==> src/rtl/hazard_ctrl_if.sv <==
// Hazard controller bundle: ID/EX/MEM hazard sources in,
// pipeline register stall/flush controls and perf counters out.
interface hazard_ctrl_if;
  logic [4:0]  id_rs1;
  logic [4:0]  id_rs2;
  logic        id_use_rs1;
  logic        id_use_rs2;
  logic        ex_memread;
  logic [4:0]  ex_rd;
  logic        ex_redirect;
  logic        mem_req;
  logic        mem_ready;
  logic        pc_stall;
  logic        if_id_stall;
  logic        id_ex_stall;
  logic        ex_mem_stall;
  logic        if_id_flush;
  logic        id_ex_flush;
  logic        mem_wb_flush;
  logic        mem_timeout_err;
  logic [31:0] stall_cycles;
  logic [31:0] flush_events;

  modport master (
    output id_rs1, id_rs2, id_use_rs1, id_use_rs2,
    output ex_memread, ex_rd, ex_redirect,
    output mem_req, mem_ready,
    input  pc_stall, if_id_stall, id_ex_stall, ex_mem_stall,
    input  if_id_flush, id_ex_flush, mem_wb_flush,
    input  mem_timeout_err, stall_cycles, flush_events
  );

  modport slave (
    input  id_rs1, id_rs2, id_use_rs1, id_use_rs2,
    input  ex_memread, ex_rd, ex_redirect,
    input  mem_req, mem_ready,
    output pc_stall, if_id_stall, id_ex_stall, ex_mem_stall,
    output if_id_flush, id_ex_flush, mem_wb_flush,
    output mem_timeout_err, stall_cycles, flush_events
  );
endinterface

==> src/rtl/hazard_ctrl.sv <==
// 5-stage pipeline hazard controller: load-use, redirect and
// data-memory wait handling with timeout flag and perf counters.
module hazard_ctrl #(
  parameter int MEM_TIMEOUT = 255
) (
  input  logic         clock,
  input  logic         reset,
  hazard_ctrl_if.slave h
);

  typedef enum logic {
    S_RUN,
    S_WAIT
  } state_t;

  localparam logic [7:0] TO_CNT = 8'(MEM_TIMEOUT - 1);

  state_t     state;
  logic [7:0] wait_cnt;

  logic mem_wait;
  logic hit1;
  logic hit2;
  logic load_use;
  logic do_wait;
  logic do_redir;
  logic do_lu;

  assign mem_wait = h.mem_req & ~h.mem_ready;
  assign hit1     = h.id_use_rs1 & (h.ex_rd == h.id_rs1);
  assign hit2     = h.id_use_rs2 & (h.ex_rd == h.id_rs2);
  assign load_use = h.ex_memread & (h.ex_rd != 5'd0)
                  & (hit1 | hit2);

  // One-hot priority terms: wait beats redirect beats load-use
  assign do_wait  = ~reset & mem_wait;
  assign do_redir = ~reset & ~mem_wait & h.ex_redirect;
  assign do_lu    = ~reset & ~mem_wait & ~h.ex_redirect
                  & load_use;

  always_comb begin
    h.pc_stall     = 1'b0;
    h.if_id_stall  = 1'b0;
    h.id_ex_stall  = 1'b0;
    h.ex_mem_stall = 1'b0;
    h.if_id_flush  = 1'b0;
    h.id_ex_flush  = 1'b0;
    h.mem_wb_flush = 1'b0;
    unique case (1'b1)
      do_wait: begin
        h.pc_stall     = 1'b1;
        h.if_id_stall  = 1'b1;
        h.id_ex_stall  = 1'b1;
        h.ex_mem_stall = 1'b1;
        h.mem_wb_flush = 1'b1;
      end
      do_redir: begin
        h.if_id_flush = 1'b1;
        h.id_ex_flush = 1'b1;
      end
      do_lu: begin
        h.pc_stall    = 1'b1;
        h.if_id_stall = 1'b1;
        h.id_ex_flush = 1'b1;
      end
      default: ;
    endcase
  end

  always_ff @(posedge clock or posedge reset) begin
    if (reset) begin
      state             <= S_RUN;
      wait_cnt          <= 8'd0;
      h.mem_timeout_err <= 1'b0;
      h.stall_cycles    <= 32'd0;
      h.flush_events    <= 32'd0;
    end else begin
      case (state)
        S_RUN: begin
          wait_cnt <= 8'd0;
          if (mem_wait)
            state <= S_WAIT;
        end
        default: begin
          if (wait_cnt != 8'hFF)
            wait_cnt <= wait_cnt + 8'd1;
          if (wait_cnt == TO_CNT && !h.mem_ready)
            h.mem_timeout_err <= 1'b1;
          if (h.mem_ready || !h.mem_req)
            state <= S_RUN;
        end
      endcase
      if (h.pc_stall)
        h.stall_cycles <= h.stall_cycles + 32'd1;
      if (h.if_id_flush)
        h.flush_events <= h.flush_events + 32'd1;
    end
  end

endmodule
==> src/flat_wrapper.sv <==
// flat-port wrapper written by rule: the top's interface ports become plain ports
module hazard_ctrl_flat 
#(
  parameter int MEM_TIMEOUT = 255
)
  (clock, reset, h_id_rs1, h_id_rs2, h_id_use_rs1, h_id_use_rs2, h_ex_memread, h_ex_rd, h_ex_redirect, h_mem_req, h_mem_ready, h_pc_stall, h_if_id_stall, h_id_ex_stall, h_ex_mem_stall, h_if_id_flush, h_id_ex_flush, h_mem_wb_flush, h_mem_timeout_err, h_stall_cycles, h_flush_events);
  hazard_ctrl_if h_i ();
  input  logic clock;
  input  logic reset;
  input wire logic [$bits(h_i.id_rs1)-1:0] h_id_rs1;
  input wire logic [$bits(h_i.id_rs2)-1:0] h_id_rs2;
  input wire logic [$bits(h_i.id_use_rs1)-1:0] h_id_use_rs1;
  input wire logic [$bits(h_i.id_use_rs2)-1:0] h_id_use_rs2;
  input wire logic [$bits(h_i.ex_memread)-1:0] h_ex_memread;
  input wire logic [$bits(h_i.ex_rd)-1:0] h_ex_rd;
  input wire logic [$bits(h_i.ex_redirect)-1:0] h_ex_redirect;
  input wire logic [$bits(h_i.mem_req)-1:0] h_mem_req;
  input wire logic [$bits(h_i.mem_ready)-1:0] h_mem_ready;
  output wire logic [$bits(h_i.pc_stall)-1:0] h_pc_stall;
  output wire logic [$bits(h_i.if_id_stall)-1:0] h_if_id_stall;
  output wire logic [$bits(h_i.id_ex_stall)-1:0] h_id_ex_stall;
  output wire logic [$bits(h_i.ex_mem_stall)-1:0] h_ex_mem_stall;
  output wire logic [$bits(h_i.if_id_flush)-1:0] h_if_id_flush;
  output wire logic [$bits(h_i.id_ex_flush)-1:0] h_id_ex_flush;
  output wire logic [$bits(h_i.mem_wb_flush)-1:0] h_mem_wb_flush;
  output wire logic [$bits(h_i.mem_timeout_err)-1:0] h_mem_timeout_err;
  output wire logic [$bits(h_i.stall_cycles)-1:0] h_stall_cycles;
  output wire logic [$bits(h_i.flush_events)-1:0] h_flush_events;
  assign h_i.id_rs1 = h_id_rs1;
  assign h_i.id_rs2 = h_id_rs2;
  assign h_i.id_use_rs1 = h_id_use_rs1;
  assign h_i.id_use_rs2 = h_id_use_rs2;
  assign h_i.ex_memread = h_ex_memread;
  assign h_i.ex_rd = h_ex_rd;
  assign h_i.ex_redirect = h_ex_redirect;
  assign h_i.mem_req = h_mem_req;
  assign h_i.mem_ready = h_mem_ready;
  assign h_pc_stall = h_i.pc_stall;
  assign h_if_id_stall = h_i.if_id_stall;
  assign h_id_ex_stall = h_i.id_ex_stall;
  assign h_ex_mem_stall = h_i.ex_mem_stall;
  assign h_if_id_flush = h_i.if_id_flush;
  assign h_id_ex_flush = h_i.id_ex_flush;
  assign h_mem_wb_flush = h_i.mem_wb_flush;
  assign h_mem_timeout_err = h_i.mem_timeout_err;
  assign h_stall_cycles = h_i.stall_cycles;
  assign h_flush_events = h_i.flush_events;
  hazard_ctrl #(.MEM_TIMEOUT(MEM_TIMEOUT)) u_core (.clock(clock), .reset(reset), .h(h_i));
endmodule
==> config.mk <==
export PLATFORM = sky130hd
export DESIGN_NAME = hazard_ctrl_flat
export DESIGN_NICKNAME = d
export VERILOG_FILES = /design/src/rtl/hazard_ctrl_if.sv /design/src/rtl/hazard_ctrl.sv /design/src/flat_wrapper.sv
export SDC_FILE = /design/constraint.sdc
export NUM_CORES = 1
export LEC_CHECK = 0
export CORE_MARGIN = 2
export CORE_UTILIZATION = 30
export DETAILED_ROUTE_END_ITERATION = 12
export PLACE_DENSITY = 0.63
export SLEW_MARGIN = 20
export SYNTH_ARGS = -nofsm -noshare
export SYNTH_HDL_FRONTEND = slang
export SYNTH_SLANG_ARGS = --single-unit
export TNS_END_PERCENT = 20
==> constraint.sdc <==
create_clock -name clock -period 11.5 [get_ports clock]
set_input_delay 3.45 -clock clock [delete_from_list [all_inputs] [get_ports clock]]
set_output_delay 3.45 -clock clock [all_outputs]
set_load 0.005 [all_outputs]
==> flow_metrics.tcl <==
set metrics [dict create \
    die_w_um 114 \
    timing.setup.tns_ns 0 \
    drive_above_1_share 0.0636 \
    worstHoldStart "u_core.h.mem_timeout_err" \
    wl_um 8040 \
    drv_slew 0 \
    tritoncts "done" \
    post_cts_buffers 0 \
    die_area_um2 12900 \
    cts_inserted_buffers 9 \
    worst_ep_arrival_time_ns 5.69 \
    vdd.ir_drop.worst_v 0.0000669 \
    clock_sinks 74 \
    synth-seq-cells 74 \
    worst_hold_slack_ns 0.468 \
    start_kind "primary input" \
    antenna_cells 0 \
    p_per_area_nw_per_um2 138 \
    grt_pass1_wl_um 13600 \
    end_kind "primary output" \
    worst_pin_slew_ns 0.938 \
    fin_util 0.419 \
    grt_pass1_vias 2839 \
    clock_path_buffers 2 \
    finalHoldViolCount 0 \
    yosysUniqueCellTypes 41 \
    fillers 1123 \
    crit_required_ns 8.05 \
    drv_cap 0 \
    syn_nets 368 \
    core_um2 11900 \
    gp_congestion 0.771 \
    fin_crit_ns 9.14 \
    dieHeight_um 114 \
    yosysSeqAreaShare 0.513 \
    dpl_worst_slack_ns 2.28 \
    r2r_slack_ns 9.37 \
    num_rows 40 \
    num_vias 2795 \
    area_growth_pct 37.6 \
    cts-htree-levels 3 \
    avgSynthCellArea_um2 10.6 \
    startpoint "h_ex_rd[1]" \
    routed_via_density 4.76 \
    finalPower_w 0.000683 \
    drc 0 \
    antenna_found_initial 0 \
    max_slew_margin 0.375 \
    cts.clk_slew.worst_paths_ns 0.05 \
    start_util 0.304 \
    wl_per_cell_um 13.7 \
    status "completed" \
    first_pass_iters 4 \
    worst_slack_ns 2.36 \
    syn_inst 341 \
    io_pins 95 \
    cts-resized-gates 0 \
    p_leak_nw 2.21 \
    nNetsFinal 466 \
    first_iter_violations 86 \
    rsz0062_at_grt "false" \
    cp_max_fo 33 \
    track_usage 0.132 \
    ctsHoldBuffers 0 \
    io_buffers 94 \
    final_common_cell "clkdlybuf4s50_1" \
    min_period_over_period 0.795 \
    hold_path_class "reg2reg" \
    finClkSkew_ns 0.00575 \
    grt_max_degree 78 \
    synth_area_um2 3610 \
    hpwlAfterDp_um 5920 \
    rr_startpoint "u_core.h.stall_cycles[9]" \
    fmax_mhz 109 \
    root_buffer "clkbuf_16" \
    setup_viol 0 \
    ant_nets 0 \
    ys_warn_count 0 \
    crit_type "in2out" \
    layout_common_cells "clkdlybuf4s50_1 (94), dfrtp_1 (74), xor2_1 (40)" \
    clock_latency_ns 0.33 \
    grt_overflow 0 \
]
flip-flops by register name (all words and copies together), names as in the netlist:
name	count
u_core.h.flush_events	32
u_core.state	1
u_core.h.mem_timeout_err	1
u_core.h.stall_cycles	32
u_core.wait_cnt	8
where the power goes:
part           leakage (nW)  internal, W  switching, W
Sequential            0.976     0.000283     0.0000277
Clock                 0.132     0.000159     0.0000950
Combinational          1.10    0.0000680     0.0000509
kinds of logic (layout without fill, tap and decap cells):
family | count (synthesis) | count (layout) | share of synthesized area
and+or+nand+nor | 157 | 157 | 0.241
xor gates and xnor gates | 76 | 76 | 0.184
DFF | 74 | 74 | 0.513
buffers and inverters | 19 | 118 | 0.0239
AOI/OAI and AO/OA | 9 | 9 | 0.0177
adders and majority gates | 4 | 4 | 0.0139
muxes | 2 | 2 | 0.00624
worst paths after layout:
check	cells past startpoint	to
min in group asynchronous	3	u_core.h.stall_cycles[3]
setup / recovery	8	h_pc_stall
hold / removal	2	u_core.h.mem_timeout_err
setup reg to reg	6	u_core.h.stall_cycles[28]
hold reg to reg	2	u_core.h.mem_timeout_err
max in group asynchronous	3	u_core.h.stall_cycles[27]
Yosys cell counts:
master	n	area, µm²
or2_2	2	12.5
a31oi_1	3	18.8
nor4_4	1	21.3
ha_1	4	50.1
o21ai_0	1	5.00
a21oi_2	1	8.76
nor4_1	9	56.3
nor2_2	1	6.26
a21o_1	1	7.51
nand3_1	19	95.1
buf_2	3	15.0
nand2_2	1	6.26
clkbuf_1	3	11.3
nor4b_1	3	26.3
and2_1	8	50.1
or4_1	1	7.51
nand4_1	14	87.6
o31ai_1	1	7.51
nor2_1	20	75.1
nand2_1	37	139
o22ai_1	1	6.26
nor4b_2	1	15.0
o211a_1	1	10.0
mux2_2	2	22.5
nor3b_1	5	37.5
dfrtp_1	74	1850
inv_1	10	37.5
nor4_2	1	12.5
or4_4	1	11.3
xor2_1	40	350
nor3_2	1	10.0
nor3_1	13	65.1
or3_4	1	11.3
and4_1	3	26.3
and3_1	10	62.6
nand2b_1	2	12.5
and2_0	1	6.26
buf_4	3	22.5
nor4bb_1	1	10.0
xnor2_1	36	315
or3_1	1	6.26
metal layers:
layer / vias up / wire length, µm / track usage
met5: - / 0 / 0
met4: 0 / 176 / 0.0707
met3: 10 / 323 / 0.0292
met2: 49 / 4030 / 0.223
met1: 1376 / 3510 / 0.156
li1: 1360 / - / -
worst max-delay path, cell delays in order:
cell             delay, ns
clkdlybuf4s50_1       0.46
or4_1                 0.53
nor2_1                0.13
nor4b_2               0.07
a21oi_2               0.13
buf_4                 0.34
inv_1                 0.10
clkdlybuf4s50_1       0.46
per-stage QoR:
stage	instances	cell area, µm²
floorplan	341	3610
global placement	575	4700
detailed placement	575	4700
CTS	587	4970
global route	587	4970
finish	587	4970
area by class of cell:
cell class,instances,area (µm²),area share
Sequential cell,74,1850,0.373
Clock buffer,12,267,0.0537
Inverter,10,37.5,0.00756
Timing Repair Buffer,96,956,0.192
Tap cell,147,184,0.0370
Multi-Input combinational cell,248,1670,0.337
(Power assumes the default switching activity.)
